**config.mk**
```make
export PLATFORM = sky130hd
export DESIGN_NAME = reg_scoreboard
export DESIGN_NICKNAME = d
export VERILOG_FILES = /design/src/rtl/reg_scoreboard.sv
export SDC_FILE = /design/constraint.sdc
export NUM_CORES = 1
export LEC_CHECK = 0
export BUFFER_PORTS_ARGS = -buffer_cell sky130_fd_sc_hd__buf_2
export CORE_UTILIZATION = 51
export DETAILED_ROUTE_END_ITERATION = 8
export PLACE_DENSITY = 0.7
export SETUP_SLACK_MARGIN = 0.05
export SLEW_MARGIN = 20
export SYNTH_ARGS = -nofsm -noshare
export SYNTH_HDL_FRONTEND = slang
export SYNTH_SLANG_ARGS = --single-unit
```
**constraint.sdc**
```tcl
create_clock -name clk -period 5 [get_ports clk]
set_input_delay 0.25 -clock clk [delete_from_list [all_inputs] [get_ports clk]]
set_output_delay 0.25 -clock clk [all_outputs]
set_load 0.02 [all_outputs]
```
**src/rtl/reg_scoreboard.sv**
```systemverilog
// Per-register pending-write scoreboard for the 5-stage pipeline: counts in-flight
// writers per architectural register and derives PC / IF-ID / bubble stall controls.
module reg_scoreboard #(
  parameter int CNT_W  = 2,
  parameter int PERF_W = 32
) (
  input  logic              clk,
  input  logic              rst_n,
  input  logic              id_valid,
  input  logic [4:0]        id_rs1,
  input  logic              id_rs1_used,
  input  logic [4:0]        id_rs2,
  input  logic              id_rs2_used,
  input  logic [4:0]        id_rd,
  input  logic              id_reg_write,
  input  logic              wb_valid,
  input  logic [4:0]        wb_rd,
  input  logic              wb_reg_write,
  input  logic              kill_valid,
  input  logic [4:0]        kill_rd,
  input  logic              kill_reg_write,
  output logic              PC_En,
  output logic              IF_ID_En,
  output logic              Mux_sel,
  output logic [31:0]       busy,
  output logic [PERF_W-1:0] stall_cycles
);

  localparam int EW = CNT_W + 2;
  localparam logic [CNT_W-1:0] CNT_MAX = '1;

  logic [CNT_W-1:0]  r_count [1:31];
  logic [31:0]       r_busy;
  logic [PERF_W-1:0] r_stall_cycles;

  logic [CNT_W-1:0] w_cnt  [32];
  logic [1:0]       w_dec  [32];
  logic [CNT_W-1:0] w_next [32];
  logic [31:0]      w_inc;
  logic [31:0]      w_underflow;
  logic             w_raw1;
  logic             w_raw2;
  logic             w_sat;
  logic             w_stall;

  // x0 has no storage; it reads as a permanently empty counter.
  always_comb begin
    w_cnt[0] = '0;
    for (int r = 1; r < 32; r++) w_cnt[r] = r_count[r];
  end

  always_comb begin
    for (int r = 0; r < 32; r++) begin
      w_dec[r] = 2'(wb_valid & wb_reg_write & (wb_rd == 5'(r)))
               + 2'(kill_valid & kill_reg_write & (kill_rd == 5'(r)));
    end
  end

  // A writer retiring this cycle already resolves the hazard (write-before-read RF).
  always_comb begin
    w_raw1  = id_rs1_used & (id_rs1 != 5'd0) & (EW'(w_cnt[id_rs1]) != EW'(w_dec[id_rs1]));
    w_raw2  = id_rs2_used & (id_rs2 != 5'd0) & (EW'(w_cnt[id_rs2]) != EW'(w_dec[id_rs2]));
    w_sat   = id_valid & id_reg_write & (id_rd != 5'd0)
            & (w_cnt[id_rd] == CNT_MAX) & (w_dec[id_rd] == 2'd0);
    w_stall = rst_n & ((id_valid & (w_raw1 | w_raw2)) | w_sat);
  end

  assign PC_En    = ~w_stall;
  assign IF_ID_En = ~w_stall;
  assign Mux_sel  = w_stall;

  always_comb begin
    logic [EW-1:0] v_sum;
    for (int r = 0; r < 32; r++) begin
      w_inc[r]       = id_valid & id_reg_write & (id_rd == 5'(r)) & (r != 0) & ~w_stall;
      w_underflow[r] = 1'b0;
      w_next[r]      = '0;
      v_sum          = EW'(w_cnt[r]) + EW'(w_inc[r]);
      if (r != 0) begin
        if (v_sum < EW'(w_dec[r])) begin
          w_underflow[r] = 1'b1;
        end else begin
          w_next[r] = CNT_W'(v_sum - EW'(w_dec[r]));
        end
      end
    end
  end

  always_ff @(posedge clk or negedge rst_n) begin
    if (!rst_n) begin
      for (int r = 1; r < 32; r++) r_count[r] <= '0;
      r_busy         <= '0;
      r_stall_cycles <= '0;
    end else begin
      for (int r = 1; r < 32; r++) begin
        r_count[r] <= w_next[r];
        r_busy[r]  <= (w_next[r] != '0);
      end
      r_busy[0] <= 1'b0;
      if (w_stall) r_stall_cycles <= r_stall_cycles + 1'b1;
    end
  end

  assign busy         = r_busy;
  assign stall_cycles = r_stall_cycles;

`ifndef SYNTHESIS
  // Retiring or squashing a register with no pending writer is a pipeline bug.
  a_no_underflow: assert property (@(posedge clk) disable iff (!rst_n) (w_underflow == 32'd0));
`endif

endmodule

```
==> results.sh <==
export IMPL_r2r_end="busy[22]$_DFF_PN0_"
export IMPL_place_inst=1457
export IMPL_die_h_um=149
export IMPL_ios=102
export IMPL_netlist_instances=1102
export IMPL_drt_total_wl_um=30200
export IMPL_route_detailed_drc=0
export IMPL_max_stage_delay_ns=0.47
export IMPL_netlist_area_leader_share=0.284
export IMPL_setup_violations=0
export IMPL_cts_htree_levels=4
export IMPL_irDropWorstVdd_mv=0.219
export IMPL_tns_ns=0
export IMPL_p_total_mw=4.05
export IMPL_fin_cells=1490
export IMPL_min_period_ns=4.58
export IMPL_r2r_start="r_count[0]$_DFF_PN0_"
export IMPL_yosys_warnings=0
export IMPL_dr_pass1_iters=8
export IMPL_synth_area_per_cell_sq_um=9.98
export IMPL_cts_buffers_inserted=17
export IMPL_die_w_um=149
export IMPL_synthTopCellsByArea="dfrtp_1 28%, ha_1 14%, mux4_2 11%, fa_1 5.6%, nor2_1 5.2%"
export IMPL_p_leak_nw=5.86
export IMPL_final_cell_mix="151 x nor2_1, 126 x ha_1, 125 x dfrtp_1, 99 x buf_2, 67 x inv_1"
export IMPL_diodes=0
export IMPL_coreArea_sq_mm=0.0211
export IMPL_synth_seq_cells=125
export IMPL_synth_seq_area_share=0.284
export IMPL_multi_input_area_sq_mm=0.00733
export IMPL_hold_viol=0
export IMPL_antenna_found_initial=0
export IMPL_num_fill_cells=1859
export IMPL_synth_top_area_cell="dfrtp_1"
export IMPL_grt_max_degree=63
export IMPL_grt_pass1_vias=8966
export IMPL_worst_path_stages=20
export IMPL_grt_use_total=0.289
export IMPL_initial_utilization=0.522
export IMPL_place_congestion=0.982
export IMPL_yosysUniqueCellTypes=55
export IMPL_r2r_slack_ns=0.72
export IMPL_final_area_sq_mm=0.0124
export IMPL_power_density_mw_per_mm2=327
export IMPL_period_share=0.915
export IMPL_crit_family="simple AND/OR/NAND/NOR gates"
export IMPL_final_net_count=1394
export IMPL_post_place_ws_ns=0.0392
export IMPL_dr_total_vias=9102
export IMPL_r2r_cells=15
export IMPL_synth_area_sq_mm=0.0110
export IMPL_seq_area_sq_mm=0.00313
export IMPL_synth_ff_type="dfrtp_1"
export IMPL_row_count=53
export IMPL_cp_common_cell="nor2_1"
export IMPL_rsz0062_at_grt="false"
export IMPL_grt_ovfl_total=0
export IMPL_hold_slack_ns=0.258
export IMPL_routedWlPerCell_um=20.3
export IMPL_vias_per_cell=6.11
export IMPL_io_buffers=100
export IMPL_final_core_util=0.589
export IMPL_worstHoldPathType="in -> async"
export IMPL_cts_num_sinks=125
export IMPL_dp_hpwl_um=23400
export IMPL_path_cells="buf_2 > buf_4 > nand2b_1 > or3_1 > nor2_1 > ha_1 > mux4_2 > mux2_2 > a211oi_1 > xor2_1 > o21ai_1 > nand4b_2 > buf_4 > nor3_1 > ha_1 > fa_1 > nor3b_1 > nor2_1 > nor2_1 > or2_2"
export IMPL_fin_skew_ns=0.0166
export IMPL_insertion_delay_ns=0.44
export IMPL_relSlewSlack=0.377
export IMPL_ant_nets=0
export IMPL_worstMarginPinSlew_ns=0.928
export IMPL_slew_viol_final=0
export IMPL_area_delta_synth_final_pct=12.8
export IMPL_slowest_stage="mux4_2"
export IMPL_layout_commonest_cell="nor2_1"
export IMPL_cts_buffer_depth=2
export IMPL_status="finished clean"
export IMPL_crit_path_end_kind="flip-flop"
export IMPL_drv_cap=0
export IMPL_synthArstFlopShare=1.00
export IMPL_cp_arrival_ns=4.89
export IMPL_cts_setup_buffers=0
export IMPL_critPathKind="in -> reg"
export IMPL_placed_cell_area_sq_mm=0.0118
export IMPL_drt_initial_drc_count=1027
export IMPL_cts_clk_slew_worst_paths_ns=0.07
export IMPL_fmaxAchievable_mhz=218
export IMPL_grt_pass1_wl_um=48700
export IMPL_synth_edff_count=0
export IMPL_crit_fanout=39
export IMPL_dieArea_sq_mm=0.0222
export IMPL_root_buffer="clkbuf_16"
export IMPL_synthesis_nets=1294
export IMPL_required_ns=5.31
export IMPL_cts_tree="done"
export IMPL_start_kind="input pin"
export IMPL_critical_path_buf_inv_count=3
export IMPL_drive_gt1_frac=0.216
export IMPL_layout_setup_ws_ns=0.423
power breakdown:
group	switching, mW	internal [mW]
clock	0.566	0.672
sequential	0.241	1.29
combinational	0.727	0.559
cells by family after synthesis:
kind of cell	count (synthesis)	synth area share
xor gates and xnor gates	67	0.0533
AOI/OAI and AO/OA	88	0.0556
buffers and inverters	119	0.0503
adders and majority gates	157	0.200
and+or+nand+nor	448	0.205
muxes	97	0.152
other	1	0.000341
DFF	125	0.284
area by class of cell:
class,instances,share of cell area
Multi-Input combinational cell,858,0.590
Clock buffer,17,0.0343
Inverter,67,0.0203
Sequential cell,125,0.252
Tap cell,275,0.0277
Timing Repair Buffer,133,0.0620
Clock inverter,15,0.0135
cell usage after synthesis (all sizes together), types with 7 or more instances:
library cell / count
nor3b: 23
and3: 14
dfrtp: 125
fa: 31
nor3: 61
ha: 126
nand3: 32
clkbuf: 22
mux2: 8
or3: 9
a221oi: 11
nand4: 17
o21ai: 12
mux2i: 34
and2: 34
mux4: 55
nand2b: 13
nand2: 46
inv: 67
o211ai: 7
or2: 31
a21oi: 21
buf: 30
xnor2: 63
nor2: 151
sequential cells by signal, summed over array words and instances (netlist names):
signal,cells
stall_cycles,32
busy,31
r_count,62
how the worst max path moves through the flow:
stage	startpoint	to	slack, ns
3_3_place_gp	wb_rd[0]	busy[15]$_DFF_PN0_	0.18
3_5_place_dp	kill_rd[1]	busy[22]$_DFF_PN0_	0.04
5_1_grt	kill_rd[1]	busy[22]$_DFF_PN0_	0.16
6_report	kill_rd[1]	busy[22]$_DFF_PN0_	0.42
2_1_floorplan	kill_rd[0]	busy[23]$_DFF_PN0_	0.25
4_1_cts	kill_rd[1]	busy[7]$_DFF_PN0_	0.48
timing repair:
item,4_1_cts,5_1_grt
hold endpoints to repair,27,0
hold buffers,1,0
gates resized for setup,0,0
per-layer routing:
metal  GRT usage  vias to the layer above  share of wire
li1            -                     4116              -
met1       0.398                     4422           0.43
met2       0.444                      477           0.45
met3      0.0636                       87          0.089
met4       0.115                        0          0.032
met5           0                        -              0
No activity file was read; power rests on OpenSTA's default activity.
